### config.mk
export PLATFORM = sky130hd
export DESIGN_NAME = hog_feature_pingpong_writer_flat
export DESIGN_NICKNAME = d
export VERILOG_FILES = /design/src/rtl/hog_pkg.sv /design/src/rtl/hog_feature_pingpong_writer_if.sv /design/src/rtl/hog_bank_router.sv /design/src/rtl/hog_feature_pingpong_writer.sv /design/src/flat_wrapper.sv
export SDC_FILE = /design/constraint.sdc
export NUM_CORES = 1
export LEC_CHECK = 0
export CAP_MARGIN = 20
export CORE_AREA = 2 2 99 101
export CTS_CLUSTER_DIAMETER = 100
export DETAILED_ROUTE_END_ITERATION = 8
export DIE_AREA = 0 0 101 103
export PLACE_DENSITY = 0.74
export SETUP_SLACK_MARGIN = 0.5
export SLEW_MARGIN = 30
export SYNTH_ARGS = -nofsm -noshare
export SYNTH_HDL_FRONTEND = slang
export SYNTH_HIERARCHICAL = 1
export SYNTH_SLANG_ARGS = --single-unit
### constraint.sdc
create_clock -name aclk -period 2.7 [get_ports aclk]
set_clock_uncertainty 0.05 [all_clocks]
set_input_delay 0.54 -clock aclk [delete_from_list [all_inputs] [get_ports aclk]]
set_output_delay 0.54 -clock aclk [all_outputs]
set_load 0.02 [all_outputs]
### src/rtl/hog_pkg.sv
// Shared HOG pipeline definitions: frame geometry defaults and the result-writer FSM encoding.
package hog_pkg;

  localparam int HOG_CELLS  = 1156;
  localparam int HOG_BINS   = 31;
  localparam int HOG_QN     = 8;
  localparam int HOG_RAM_AW = 17;

  typedef enum logic [1:0] {
    S_WAIT   = 2'd0,
    S_WRITE  = 2'd1,
    S_COMMIT = 2'd2
  } writer_state_e;

  function automatic int ceil_div(input int num, input int den);
    return (num + den - 1) / den;
  endfunction

endpackage

### src/rtl/hog_feature_pingpong_writer_if.sv
// Serialized feature stream from normalization/PCA into the result writer (valid/ready).
interface hog_feature_pingpong_writer_if import hog_pkg::*; #(
  parameter int QN = HOG_QN
);

  logic [QN-1:0] feat;
  logic          feat_valid;
  logic          feat_last;
  logic          feat_ready;

  modport master (output feat, feat_valid, feat_last, input feat_ready);
  modport slave  (input feat, feat_valid, feat_last, output feat_ready);

endinterface

### src/rtl/hog_bank_router.sv
// Steers one accepted feature beat to its result bank; every bank strobe is registered
// and all non-selected banks are driven to zero.
module hog_bank_router import hog_pkg::*; #(
  parameter int RAM_AW    = HOG_RAM_AW,
  parameter int QN        = HOG_QN,
  parameter int NUM_BANKS = 4,
  parameter int KW        = 16,
  parameter int WPB       = 1
) (
  input  logic                        clk,
  input  logic                        rst,
  input  logic [KW-1:0]               k,
  input  logic                        wr_sel,
  input  logic [QN-1:0]               feat,
  input  logic                        fire,
  output logic [NUM_BANKS*RAM_AW-1:0] addr,
  output logic [NUM_BANKS*QN-1:0]     din,
  output logic [NUM_BANKS-1:0]        ena,
  output logic [NUM_BANKS-1:0]        wea
);

  localparam int LB = $clog2(NUM_BANKS);

  logic [31:0]       bank_sel;
  logic [RAM_AW-1:0] word_addr;

  // Low LB bits of k pick the bank; the rest index within the bank, offset into the second buffer when selected.
  assign bank_sel  = 32'(k) % 32'(NUM_BANKS);
  assign word_addr = RAM_AW'(k >> LB) + (wr_sel ? RAM_AW'(WPB) : '0);

  always_ff @(posedge clk) begin
    if (rst) begin
      addr <= '0;
      din  <= '0;
      ena  <= '0;
    end else begin
      for (int b = 0; b < NUM_BANKS; b++) begin
        if (fire && (bank_sel == 32'(b))) begin
          addr[b*RAM_AW +: RAM_AW] <= word_addr;
          din[b*QN +: QN]          <= feat;
          ena[b]                   <= 1'b1;
        end else begin
          addr[b*RAM_AW +: RAM_AW] <= '0;
          din[b*QN +: QN]          <= '0;
          ena[b]                   <= 1'b0;
        end
      end
    end
  end

  assign wea = ena;

endmodule

### src/rtl/hog_feature_pingpong_writer.sv
// HOG feature result writer: interleaves the feature stream across NUM_BANKS banks with
// optional ping-pong frame buffering, frame-length checking and backpressure.
module hog_feature_pingpong_writer import hog_pkg::*; #(
  parameter int RAM_AW    = HOG_RAM_AW,
  parameter int QN        = HOG_QN,
  parameter int NUM_BANKS = 4,
  parameter int BINS      = HOG_BINS,
  parameter int CELLS     = HOG_CELLS,
  parameter int PING_PONG = 1
) (
  input  logic                             aclk,
  input  logic                             arest,
  hog_feature_pingpong_writer_if.slave     feat_if,
  output logic [NUM_BANKS*RAM_AW-1:0]      res_addra,
  output logic [NUM_BANKS*QN-1:0]          res_dina,
  output logic [NUM_BANKS-1:0]             ena,
  output logic [NUM_BANKS-1:0]             wea,
  output logic                             write_feature_done,
  input  logic                             buf_release,
  output logic                             rd_sel,
  output logic [1:0]                       buf_full,
  output logic                             frame_err
);

  localparam int FEATS = CELLS * BINS;
  localparam int WPB   = ceil_div(FEATS, NUM_BANKS);
  localparam int KW    = (FEATS > 1) ? $clog2(FEATS) : 1;
  localparam logic [1:0] FULL_MASK = (PING_PONG != 0) ? 2'b11 : 2'b01;

  generate
    if ((1 + PING_PONG) * WPB > 2**RAM_AW) begin : g_bad_ram_aw
      $error("hog_feature_pingpong_writer: RAM_AW too small for frame buffers");
    end
    if ((NUM_BANKS < 1) || (NUM_BANKS > 8) || ((NUM_BANKS & (NUM_BANKS - 1)) != 0)) begin : g_bad_banks
      $error("hog_feature_pingpong_writer: NUM_BANKS must be a power of two in 1..8");
    end
  endgenerate

  writer_state_e state, state_nxt;
  logic [KW-1:0] k;
  logic          wr_sel;
  logic          fire;
  logic          at_end_k;
  logic          frame_end;
  logic [1:0]    full_set;
  logic [1:0]    full_clr;

  assign fire      = (state == S_WRITE) && feat_if.feat_valid;
  assign at_end_k  = (k == KW'(FEATS - 1));
  assign frame_end = fire && (at_end_k || feat_if.feat_last);

  always_ff @(posedge aclk) begin
    if (arest) begin
      state <= S_WAIT;
    end else begin
      state <= state_nxt;
    end
  end

  // Ready is a pure function of state so the producer never sees a combinational loop through valid.
  always_comb begin
    state_nxt          = state;
    feat_if.feat_ready = 1'b0;
    write_feature_done = 1'b0;
    case (state)
      S_WAIT: begin
        if (!buf_full[wr_sel]) begin
          state_nxt = S_WRITE;
        end
      end
      S_WRITE: begin
        feat_if.feat_ready = 1'b1;
        if (frame_end) begin
          state_nxt = S_COMMIT;
        end
      end
      S_COMMIT: begin
        write_feature_done = 1'b1;
        state_nxt          = S_WAIT;
      end
      default: begin
        state_nxt = S_WAIT;
      end
    endcase
  end

  // Release is judged on the old flags and commit is OR-ed in afterwards, so a same-buffer collision ends full.
  always_comb begin
    full_set = '0;
    full_clr = '0;
    if (buf_release && buf_full[rd_sel]) begin
      full_clr[rd_sel] = 1'b1;
    end
    if (state == S_COMMIT) begin
      full_set[wr_sel] = 1'b1;
    end
  end

  always_ff @(posedge aclk) begin
    if (arest) begin
      k         <= '0;
      wr_sel    <= 1'b0;
      rd_sel    <= 1'b0;
      buf_full  <= '0;
      frame_err <= 1'b0;
    end else begin
      buf_full <= ((buf_full & ~full_clr) | full_set) & FULL_MASK;
      if ((PING_PONG != 0) && (full_clr != 2'b00)) begin
        rd_sel <= ~rd_sel;
      end
      if (state == S_COMMIT) begin
        k <= '0;
        if (PING_PONG != 0) begin
          wr_sel <= ~wr_sel;
        end
      end else if (fire) begin
        k <= k + 1'b1;
      end
      if (fire && (feat_if.feat_last != at_end_k)) begin
        frame_err <= 1'b1;
      end
    end
  end

  hog_bank_router #(
    .RAM_AW    (RAM_AW),
    .QN        (QN),
    .NUM_BANKS (NUM_BANKS),
    .KW        (KW),
    .WPB       (WPB)
  ) u_router (
    .clk    (aclk),
    .rst    (arest),
    .k      (k),
    .wr_sel (wr_sel),
    .feat   (feat_if.feat),
    .fire   (fire),
    .addr   (res_addra),
    .din    (res_dina),
    .ena    (ena),
    .wea    (wea)
  );

endmodule

### src/flat_wrapper.sv
// flat-port wrapper written by rule: the top's interface ports become plain ports
module hog_feature_pingpong_writer_flat import hog_pkg::*;
#(
  parameter int RAM_AW    = HOG_RAM_AW,
  parameter int QN        = HOG_QN,
  parameter int NUM_BANKS = 4,
  parameter int BINS      = HOG_BINS,
  parameter int CELLS     = HOG_CELLS,
  parameter int PING_PONG = 1
)
  (aclk, arest, res_addra, res_dina, ena, wea, write_feature_done, buf_release, rd_sel, buf_full, frame_err, feat_if_feat, feat_if_feat_valid, feat_if_feat_last, feat_if_feat_ready);
  hog_feature_pingpong_writer_if #(.QN(QN)) feat_if_i ();
  input  logic aclk;
  input  logic arest;
  output logic [NUM_BANKS*RAM_AW-1:0] res_addra;
  output logic [NUM_BANKS*QN-1:0] res_dina;
  output logic [NUM_BANKS-1:0] ena;
  output logic [NUM_BANKS-1:0] wea;
  output logic write_feature_done;
  input  logic buf_release;
  output logic rd_sel;
  output logic [1:0] buf_full;
  output logic frame_err;
  input wire logic [$bits(feat_if_i.feat)-1:0] feat_if_feat;
  input wire logic [$bits(feat_if_i.feat_valid)-1:0] feat_if_feat_valid;
  input wire logic [$bits(feat_if_i.feat_last)-1:0] feat_if_feat_last;
  output wire logic [$bits(feat_if_i.feat_ready)-1:0] feat_if_feat_ready;
  assign feat_if_i.feat = feat_if_feat;
  assign feat_if_i.feat_valid = feat_if_feat_valid;
  assign feat_if_i.feat_last = feat_if_feat_last;
  assign feat_if_feat_ready = feat_if_i.feat_ready;
  hog_feature_pingpong_writer #(.RAM_AW(RAM_AW), .QN(QN), .NUM_BANKS(NUM_BANKS), .BINS(BINS), .CELLS(CELLS), .PING_PONG(PING_PONG)) u_core (.aclk(aclk), .arest(arest), .feat_if(feat_if_i), .res_addra(res_addra), .res_dina(res_dina), .ena(ena), .wea(wea), .write_feature_done(write_feature_done), .buf_release(buf_release), .rd_sel(rd_sel), .buf_full(buf_full), .frame_err(frame_err));
endmodule
==> results of run 1 <==
worst paths after layout:
check,startpoint,to,slack (ns)
setup / recovery,u_core/k[2],u_core/u_router/addr[29],0.54
hold / removal,u_core/frame_err,u_core/frame_err,0.45
setup reg to reg,u_core/k[2],u_core/u_router/addr[29],0.54
hold reg to reg,u_core/frame_err,u_core/frame_err,0.45
cell usage after synthesis (3+ instances only):
library cell and instances:
o21ai_1 3, nand4_1 8, a21oi_1 21, buf_6 3, nand2b_1 3, clkbuf_1 12
inv_1 11, and4_1 3, dfxtp_1 119, nor3b_1 9, a21o_1 3, xnor2_1 8
buf_2 4, nor3_1 7, nor2_1 57, ha_1 12, and3_1 26, a31oi_1 4
o21ai_0 9, xor2_1 8, and2_1 23, nand4b_1 3, or2_2 3, buf_4 12
nand3_1 4, nand2_1 15
registers in the layout, summed over array words and instances (netlist names):
signal / cells
u_core/frame_err: 1
u_core/u_router/din: 32
u_core/u_router/ena: 4
u_core/rd_sel: 1
u_core/wr_sel: 1
u_core/k: 16
u_core/buf_full: 2
u_core/u_router/addr: 60
u_core/state: 2
tightest hold or removal path, stage by stage, from the launching register on:
cell and delay [ns]:
dfxtp_1 0.33, a21oi_1 0.05, nor2_1 0.08
metrics by stage:
step	power, mW	area [µm²]
final	4.03	6300
after global placement	1.94	5510
after global routing	4.15	6300
after detailed placement	1.94	5510
after CTS	4.05	6140
after floorplan	1.89	4320
cell type report:
cell class | instances | area share
clock buffers | 18 | 0.0663
clock inverters | 14 | 0.0238
inverters | 11 | 0.00656
multi-input cells | 273 | 0.301
flip-flops and latches | 119 | 0.380
well taps | 114 | 0.0226
repair buffers | 129 | 0.200
repair_timing:
item / CTS / global route
gates resized for setup: 11 / 27
endpoints found under the hold margin: 0 / 0
endpoints found under the setup margin: 38 / 39
setup buffers: 3 / 1
pin swaps: 2 / 7
layer usage:
layer	up-vias	global-route usage	part of all wire	wire length, µm
met5	-	0	0	0
met3	6	0.0400	0.048	507
met2	133	0.341	0.51	5320
li1	1690	-	-	-
met4	0	0.0946	0.0085	89
met1	1620	0.246	0.44	4610
power groups by stage:
stage	sequential [mW]	combinational (mW)	clock (mW)
2_1_floorplan	1.82	0.0673	0
3_3_place_gp	1.82	0.123	0
3_5_place_dp	1.82	0.124	0
4_1_cts	1.78	0.128	2.14
5_1_grt	1.78	0.143	2.23
6_report	1.78	0.132	2.12
kinds of logic (layout without fill, tap and decap cells):
kind of cell	count (synthesis)	after routing	synth area share
AOI/OAI and AO/OA	55	55	0.0790
xor gates and xnor gates	16	16	0.0327
adders and majority gates	13	13	0.0396
buffers and inverters	43	172	0.0548
DFF	119	119	0.555
muxes	2	2	0.00466
other	1	8	0.000874
and+or+nand+nor	179	179	0.233
==> metrics, run 1 <==
status=finished clean; Initial Util=0.454; root buffer cell=clkbuf_8; setup violators final=0; Hold Path Depth=2; Synth Warn #=6; Critical Path End Type=flop; first-pass GRT wire length=around 16000 µm; Final #Nets=just under 600; Worst EP required=about 3 ns; routed length per placed instance=roughly 16 µm; non-filler cells, final=about 680; vias per inst=5.09; Die H=about 100 µm; worst stage delay on the critical path=roughly 0.38 ns; Worst-path clk slew=approximately 0.06 ns; final wirelength=roughly 11000 µm; Switch Pwr=around 0.88 mW; CTS tree=done; Worst Path Max Fanout=5; Core Area=approximately 0.0095 mm²; final slew viol count=0; Fillers=688; synthesis-stage register bit count=~120; Top FF cell, synth=dfxtp_1; path type of the worst setup path=reg -> reg; Reg2Reg Depth=7; largest net degree at the start of global routing=21; Rows=36; total grt overflow=0; Final Hold Viols=0; clock buffer depth=2; input/output buffers=between 100 and 150; HPWL Detailed=approximately 7200 µm; n_diodes=0; number of max-cap violations=0; Peak VDD IR=0.387 mV; Avg Inst Size Synth=~10 µm²; Post-synth EDFFs=0; Final Cycle Share=0.798; 1st-pass router iterations=4; Place WS=0.256 ns; fin crit period=2.16 ns; most common cell after layout, fill and taps aside=clkdlybuf4s50_1; delay-heaviest family, CP=compound AO/OA/AOI/OAI gates; placed cells=between 600 and 700; share of cells above drive strength 1=0.140; hold buffers post-CTS=0; Leakage=approximately 2.4 nW; sequential share of power=0.441; GP Congestion=0.923; Worst Setup Start Kind=flop; cells after synthesis=about 430; Yosys top cell by area=dfxtp_1; setup TNS=0 ns; drc violations=0; die width=approximately 100 µm; GRT Resource Usage Total=0.201; internal power=3.14 mW; sequential share of the synthesized area=0.555; CP Buf/Inv Count=0; total CTS buffers=17; critical path's slowest cell=fa_2; Area Growth Syn to Fin=46.8%; post-route ant nets=0; critical path, cell by cell=ha_4, fa_2, a21o_1, a221oi_4, o21a_2, or3_4, a21oi_1; Fmax achieved=0.464 GHz; Vias=roughly 3.4k; clk_lat worst skew=about 0.50 ns; initial antenna violation count=0; clock sink total=around 120; RSZ-0062 raised after global routing=false; setup ws final=approximately 0.54 ns; register area=0.00239 mm²; vias in the first global route=approximately 3.2k; Mapped Area=about 0.0043 mm²; die area=between 0.01 and 0.015 mm²; post-layout util=0.666; Logic pwr share=0.033; PwrDens=639 mW/mm²; Crit path depth=7; drt initial violations=around 250; number of top-level pins=between 100 and 150; Switching Fraction=0.219; synth top area cells=dfxtp_1 56%, nor2_1 5.0%, and3_1 3.8%, ha_1 3.5%, and2_1 3.4%; Max H-tree Level=4; Hold WS=about 0.45 ns; combined area of the multi-input logic cells=about 0.0019 mm²; Critical Path AT=~2.5 ns; ys async rst share=0; share of the synthesized area in the top cell type=0.555; most frequent cells in the layout=116 x clkdlybuf4s50_1, 115 x dfxtp_1, 57 x nor2_1; Synth cell types=57; Min-Delay Path Class=reg -> reg; Clk network pwr share=0.526
No activity file was read; power rests on OpenSTA's default activity.
==> run 2: changes to the inputs <==
- CORE_AREA: 2 2 99 101 -> 2 2 105 107
- DIE_AREA: 0 0 101 103 -> 0 0 107 109
- PLACE_DENSITY: 0.74 -> 0.69
- clock period: 2.7 -> 1.88 ns (I/O delays scaled with it)
==> run 2 against run 1 <==
Against the previous run: the flow now finishes with violations (setup timing); clock-buffer cell count rose by 2; via count rose by 13%; sequential cell count did not move; global-route usage rose by 1.6 points; worst hold slack got worse by 0.045 ns; largest cell class unchanged.
==> metrics, run 2 (synthesis gave the netlist of run 1 again) <==
final wirelength=13700 µm (was 10500 µm); Critical Path End Type=flop (unchanged); clock buffer depth=2 (unchanged); Hold WS=0.401 ns (was 0.446 ns); Final #Nets=657 (was 577); final slew viol count=0 (unchanged); root buffer cell=clkbuf_8 (unchanged); Largest regs=u_core/u_router/addr x60, u_core/u_router/din x32, u_core/k x16 (unchanged); Worst Path Max Fanout=6 (was 5); CTS tree=done (unchanged); Area Growth Syn to Fin=81.2% (was 46.8%); PwrDens=755 mW/mm² (was 639 mW/mm²); Worst EP required=2.23 ns (was 3.02 ns); Final Cycle Share=1.19 (was 0.798); initial antenna violation count=0 (unchanged); Fmax achieved=0.445 GHz (was 0.464 GHz); R2R Setup Slk=-0.37 ns (was 0.54 ns); drc violations=0 (unchanged); GRT Resource Usage Total=0.216 (was 0.201); post-layout util=0.733 (was 0.666); worst stage delay on the critical path=0.38 ns (about the same); Vias=3910 (was 3449); Tot Pwr=5.87 mW (was 4.03 mW); routed length per placed instance=17.6 µm (was 15.5 µm); setup ws final=-0.367 ns (was 0.544 ns); vias per inst=5.00 (was 5.09); RSZ-0062 raised after global routing=true (was false); Initial Util=0.405 (was 0.454); fin crit period=2.25 ns (was 2.16 ns); Worst-path clk slew=0.06 ns (about the same); drt initial violations=284 (was 249); post-route ant nets=0 (unchanged); Final Hold Viols=0 (unchanged); critical path's slowest cell=dfxtp_4 (was fa_2); Fillers=656 (was 688); Worst Setup Start Kind=flop (unchanged); Largest Register=u_core/u_router/addr (unchanged); largest net degree at the start of global routing=17 (was 21); Leakage=3.25 nW (was 2.42 nW); clk_lat worst skew=0.52 ns (was 0.50 ns); number of max-cap violations=0 (unchanged); Largest register FFs=60 (unchanged); Peak VDD IR=0.625 mV (was 0.387 mV); most frequent cells in the layout=123 x buf_6, 105 x dfxtp_2, 65 x buf_4 (was 116 x clkdlybuf4s50_1, 115 x dfxtp_1, 57 x nor2_1); total grt overflow=0 (unchanged); Max H-tree Level=4 (unchanged); status=finished, violations left (was finished clean); path type of the worst setup path=reg -> reg (unchanged); HPWL Detailed=7810 µm (was 7160 µm); die area=0.0117 mm² (was 0.0104 mm²); die width=107 µm (was 101 µm); total CTS buffers=17 (unchanged); Critical Path AT=2.60 ns (was 2.48 ns); 1st-pass router iterations=4 (unchanged); most common cell after layout, fill and taps aside=buf_6 (was clkdlybuf4s50_1); vias in the first global route=3814 (was 3216); critical path, cell by cell=ha_4, fa_2, a21o_1, a221oi_4, o21ai_1, a31oi_1, buf_4, nor2_1 (was ha_4, fa_2, a21o_1, a221oi_4, o21a_2, or3_4, a21oi_1); Core Area=0.0106 mm² (was 0.00946 mm²); n_diodes=0 (unchanged); first-pass GRT wire length=19200 µm (was 16100 µm); clock sink total=119 (unchanged); Die H=109 µm (was 103 µm); delay-heaviest family, CP=compound AO/OA/AOI/OAI gates (unchanged); share of cells above drive strength 1=0.698 (was 0.140); input/output buffers=118 (unchanged); Min-Delay Path Class=reg -> reg (unchanged); GP Congestion=0.847 (was 0.923); failing checks=setup timing; number of top-level pins=127 (unchanged); CP Buf/Inv Count=1 (was 0); Rows=38 (was 36); setup violators final=43 (was 0)
run 2: cell types whose count changed in the layout (fill, tap and decap cells not counted), sizes merged:
cell           previous run  this run
buf                      11       195
inv                      14        12
clkdlybuf4s50           116        12
dlygate4sd2               2         0
clkbuf                   18        20
clkinvlp                  3         1
or2                       3         4
clkinv                    6         7
run 2: worst paths after layout:
check | cells past startpoint | end | startpoint
max | 8 | u_core/u_router/addr[65] | u_core/wr_sel
min | 1 | u_core/state[0] | u_core/state[1]
max reg2reg | 8 | u_core/u_router/addr[65] | u_core/wr_sel
min reg2reg | 1 | u_core/state[0] | u_core/state[1]
run 2: power breakdown:
| group | switching [mW] | leakage, nW | internal (mW) |
|---|---|---|---|
| combinational | 0.152 | 1.96 | 0.154 |
| sequential | 0.0123 | 1.02 | 2.54 |
| clock | 1.12 | 0.274 | 1.89 |
| total | 1.29 | 3.25 | 4.58 |
run 2: layout make-up:
class	count	area (µm²)	share of cell area
clock buffers	20	435	0.0560
clock inverters	10	105	0.0135
inverters	11	50.0	0.00644
multi-input cells	274	2330	0.299
flip-flops and latches	119	2520	0.325
well taps	140	175	0.0225
repair buffers	207	2150	0.277
repair inverters	1	6.26	0.000805
run 2: through the flow:
| stage | cells | cell area (µm²) | setup WS (ns) | setup TNS [ns] |
|---|---|---|---|---|
| finish | 782 | 7770 | -0.367 | -6.68 |
| global route | 782 | 7770 | -0.497 | -10.38 |
| CTS | 772 | 7530 | -0.166 | -3.82 |
| detailed placement | 724 | 6080 | -0.264 | -14.12 |
| global placement | 724 | 6080 | -0.196 | -10.68 |
| floorplan | 435 | 4500 | -0.130 | -1.82 |
run 2: layer usage:
layer,part of all wire,vias to the layer above,track usage
met2,0.52,142,0.396
met5,0,-,0
met4,0.025,0,0.0974
met1,0.41,1888,0.238
met3,0.044,30,0.0496
li1,-,1850,-
run 2: what timing repair did:
action,in CTS,in global routing
endpoints found under the setup margin,215,218
hold buffers,0,0
cloned,4,1
setup buffers,14,9
pin swaps,32,27
gates resized for setup,823,52
==> run 3: changes to the inputs <==
- PLACE_DENSITY: 0.69 -> 0.7
- SYNTH_HIERARCHICAL: 1 -> unset
==> run 3 against run 2 <==
Against the previous run: via count increased by 9.8%; setup slack improved by 0.018 ns; critical endpoint is now u_core.u_router.addr[31]; sequential cell count unchanged; synthesized cell count increased by 4.4%; the run still ends with setup timing left; routed wire length increased by 15%; non-clock buffer count unchanged; first-iteration DRC count decreased by 6.3%; sequential share of layout area decreased by 0.96 points; sequential power about the same; worst hold slack improved by 0.028 ns.
==> metrics, run 3 <==
status=finished, violations left (unchanged); failing checks=setup timing (unchanged); vias per inst=5.34 (was 5.00); Yosys top cell by area=dfxtp_1 (unchanged); Critical Path End Type=flop (unchanged); Switch Pwr=1.38 mW (was 1.29 mW); Initial Util=0.412 (was 0.405); sequential share of the synthesized area=0.546 (was 0.555); Final #Nets=680 (was 657); Synth cell types=57 (unchanged); clk_lat worst skew=0.53 ns (was 0.52 ns); Worst Path Max Fanout=7 (was 6); Die H=109 µm (unchanged); slew of the pin with the lowest slew margin=between 0.4 and 0.5 ns; routed length per placed instance=19.7 µm (was 17.6 µm); critical path's slowest cell=dfxtp_4 (unchanged); Core Area=0.0106 mm² (unchanged); Largest regs=u_core.u_router.addr x60, u_core.u_router.din x32, u_core.k x16 (was u_core/u_router/addr x60, u_core/u_router/din x32, u_core/k x16); largest net degree at the start of global routing=34 (was 17); Largest register FFs=60 (unchanged); Area Growth Syn to Fin=85.1% (was 81.2%); Fmax achieved=0.449 GHz (was 0.445 GHz); fin crit period=2.23 ns (was 2.25 ns); vias in the first global route=4100 (was 3814); worst stage delay on the critical path=0.40 ns (was 0.38 ns); Switching Fraction=0.211 (was 0.219); root buffer cell=clkbuf_8 (unchanged); Final Hold Viols=0 (unchanged); GP Congestion=0.955 (was 0.847); critical path, cell by cell=ha_4, inv_2, fa_2, and2b_2, o2111ai_4, and2_4, o31a_1, nor2_1 (was ha_4, fa_2, a21o_1, a221oi_4, o21ai_1, a31oi_1, buf_4, nor2_1); internal power=5.15 mW (was 4.58 mW); Synth Warn #=0 (was 6); Clk network pwr share=0.565 (was 0.513); RSZ-0062 raised after global routing=true (unchanged); combined area of the multi-input logic cells=0.00247 mm² (was 0.00233 mm²); HPWL Detailed=8330 µm (was 7810 µm); Peak VDD IR=0.531 mV (was 0.625 mV); clock buffer depth=2 (unchanged); Max H-tree Level=4 (unchanged); Avg Inst Size Synth=9.77 µm² (was 10.0 µm²); post-layout util=0.762 (was 0.733); setup ws final=-0.349 ns (was -0.367 ns); Logic pwr share=0.044 (was 0.052); Min-Delay Path Class=reg -> reg (unchanged); total grt overflow=0 (unchanged); input/output buffers=118 (unchanged); synthesis-stage register bit count=119 (unchanged); Worst EP required=2.27 ns (was 2.23 ns); ys async rst share=0 (unchanged); Worst-path clk slew=0.06 ns (about the same); cells after synthesis=447 (was 428); Leakage=3.49 nW (was 3.25 nW); most common cell in the netlist=dfxtp_1 (unchanged); final slew viol count=0 (unchanged); die area=0.0117 mm² (unchanged); GRT Resource Usage Total=0.235 (was 0.216); 1st-pass router iterations=5 (was 4); initial antenna violation count=0 (unchanged); most frequent cells in the layout=136 x buf_6, 101 x dfxtp_2, 53 x buf_4 (was 123 x buf_6, 105 x dfxtp_2, 65 x buf_4); Fillers=599 (was 656); synth top area cells=dfxtp_1 55%, nor2_1 5.8%, and3_1 5.3%, ha_1 4.3%, nand2_1 2.4% (was dfxtp_1 56%, nor2_1 5.0%, and3_1 3.8%, ha_1 3.5%, and2_1 3.4%); first-pass GRT wire length=20900 µm (was 19200 µm); setup violators final=45 (was 43); sequential share of power=0.391 (was 0.434); share of the synthesized area in the top cell type=0.546 (was 0.555); clock sink total=119 (unchanged); register area=0.00255 mm² (was 0.00252 mm²); Final Cycle Share=1.19 (about the same); Top FF cell, synth=dfxtp_1 (unchanged); setup TNS=-8.57 ns (was -6.68 ns); Critical Path AT=2.62 ns (was 2.60 ns); relative slew slack=0.667; drt initial violations=266 (was 284); post-route ant nets=0 (unchanged); number of max-cap violations=0 (unchanged); Vias=4293 (was 3910); non-filler cells, final=804 (was 782); Post-synth EDFFs=0 (unchanged); die width=107 µm (unchanged); drc violations=0 (unchanged); CTS tree=done (unchanged); total CTS buffers=17 (unchanged); PwrDens=807 mW/mm² (was 755 mW/mm²); path type of the worst setup path=reg -> reg (unchanged); placed cells=745 (was 724); Rows=38 (unchanged); n_diodes=0 (unchanged); most common cell after layout, fill and taps aside=buf_6 (unchanged); share of cells above drive strength 1=0.661 (was 0.698); number of top-level pins=127 (unchanged); Mapped Area=0.00437 mm² (was 0.00429 mm²); Largest Register=u_core.u_router.addr (was u_core/u_router/addr); final wirelength=15800 µm (was 13700 µm); most frequent cells after synthesis=119 x dfxtp_1, 68 x nor2_1, 37 x and3_1, 28 x nand2_1 (was 119 x dfxtp_1, 57 x nor2_1, 26 x and3_1, 23 x and2_1, 21 x a21oi_1); Worst Setup Start Kind=flop (unchanged)
-- run 3: cell count changes after synthesis, moves of 8 or more --
cell / delta
a211o_1: +8
and2_1: -21
and3_1: +11
nand2_1: +13
nor2_1: +11
nor3b_1: -9
-- run 3: cells by family (layout without fill, tap and decap cells) --
family                     count (synthesis)  after routing  synth area share
and+or+nand+nor                          187            188             0.218
DFF                                      119            119             0.546
AOI/OAI and AO/OA                         61             61             0.101
buffers and inverters                     46            255            0.0516
adders and majority gates                 16             16            0.0476
xor gates and xnor gates                  14             14            0.0281
muxes                                      3              3           0.00688
other                                      1              8          0.000859
-- run 3: layout make-up --
cell class,count,share of cell area
Clock buffer,19,0.0547
Tap cell,140,0.0217
Multi-Input combinational cell,290,0.306
Clock inverter,13,0.0277
Inverter,16,0.00743
Timing Repair Buffer,207,0.267
Sequential cell,119,0.315
-- run 3: final timing paths --
kind / slack [ns] / from / depth (start not counted) / end
worst max register to register: -0.35 / u_core.wr_sel / 8 / u_core.u_router.addr[31]
worst min-delay path: 0.43 / u_core.state[1] / 1 / u_core.state[0]
worst min register to register: 0.43 / u_core.state[1] / 1 / u_core.state[0]
worst max-delay path: -0.35 / u_core.wr_sel / 8 / u_core.u_router.addr[31]
-- run 3: layer usage --
metal,up-vias,share of wire,GRT usage
li1,1942,-,-
met2,204,0.54,0.424
met5,-,0,0
met3,44,0.050,0.0490
met1,2103,0.38,0.265
met4,0,0.028,0.113
-- run 3: metrics by stage --
stage	power, mW	hold slack, ns	instance area (µm²)	setup slack, ns
2_1_floorplan	2.73	0.390	4500	-0.163
3_3_place_gp	2.84	0.411	6170	-0.211
3_5_place_dp	2.84	0.418	6170	-0.275
4_1_cts	6.46	0.415	7480	-0.273
5_1_grt	6.67	0.434	8080	-0.425
6_report	6.52	0.429	8080	-0.349
-- run 3: worst max-delay path: cells and delay by family (launching register included) --
| family | cells | cell delay [ns] |
|---|---|---|
| simple gates | 3 | 0.69 |
| fa+ha+maj | 2 | 0.48 |
| compound gates | 2 | 0.48 |
| flops | 1 | 0.40 |
| buf+inv | 1 | 0.03 |
-- run 3: power by group through the flow --
stage	clock network, mW	registers [mW]	logic, mW
3_3_place_gp	0	2.61	0.228
4_1_cts	3.66	2.55	0.254
5_1_grt	3.82	2.55	0.304
2_1_floorplan	0	2.62	0.111
3_5_place_dp	0	2.61	0.231
6_report	3.68	2.55	0.289
-- run 3: timing repair --
item | 4_1_cts | 5_1_grt
endpoints found under the setup margin | 174 | 211
gates resized for setup | 799 | 106
cloned | 0 | 1
setup buffers | 10 | 16
hold buffers | 0 | 0
pin swaps | 54 | 62
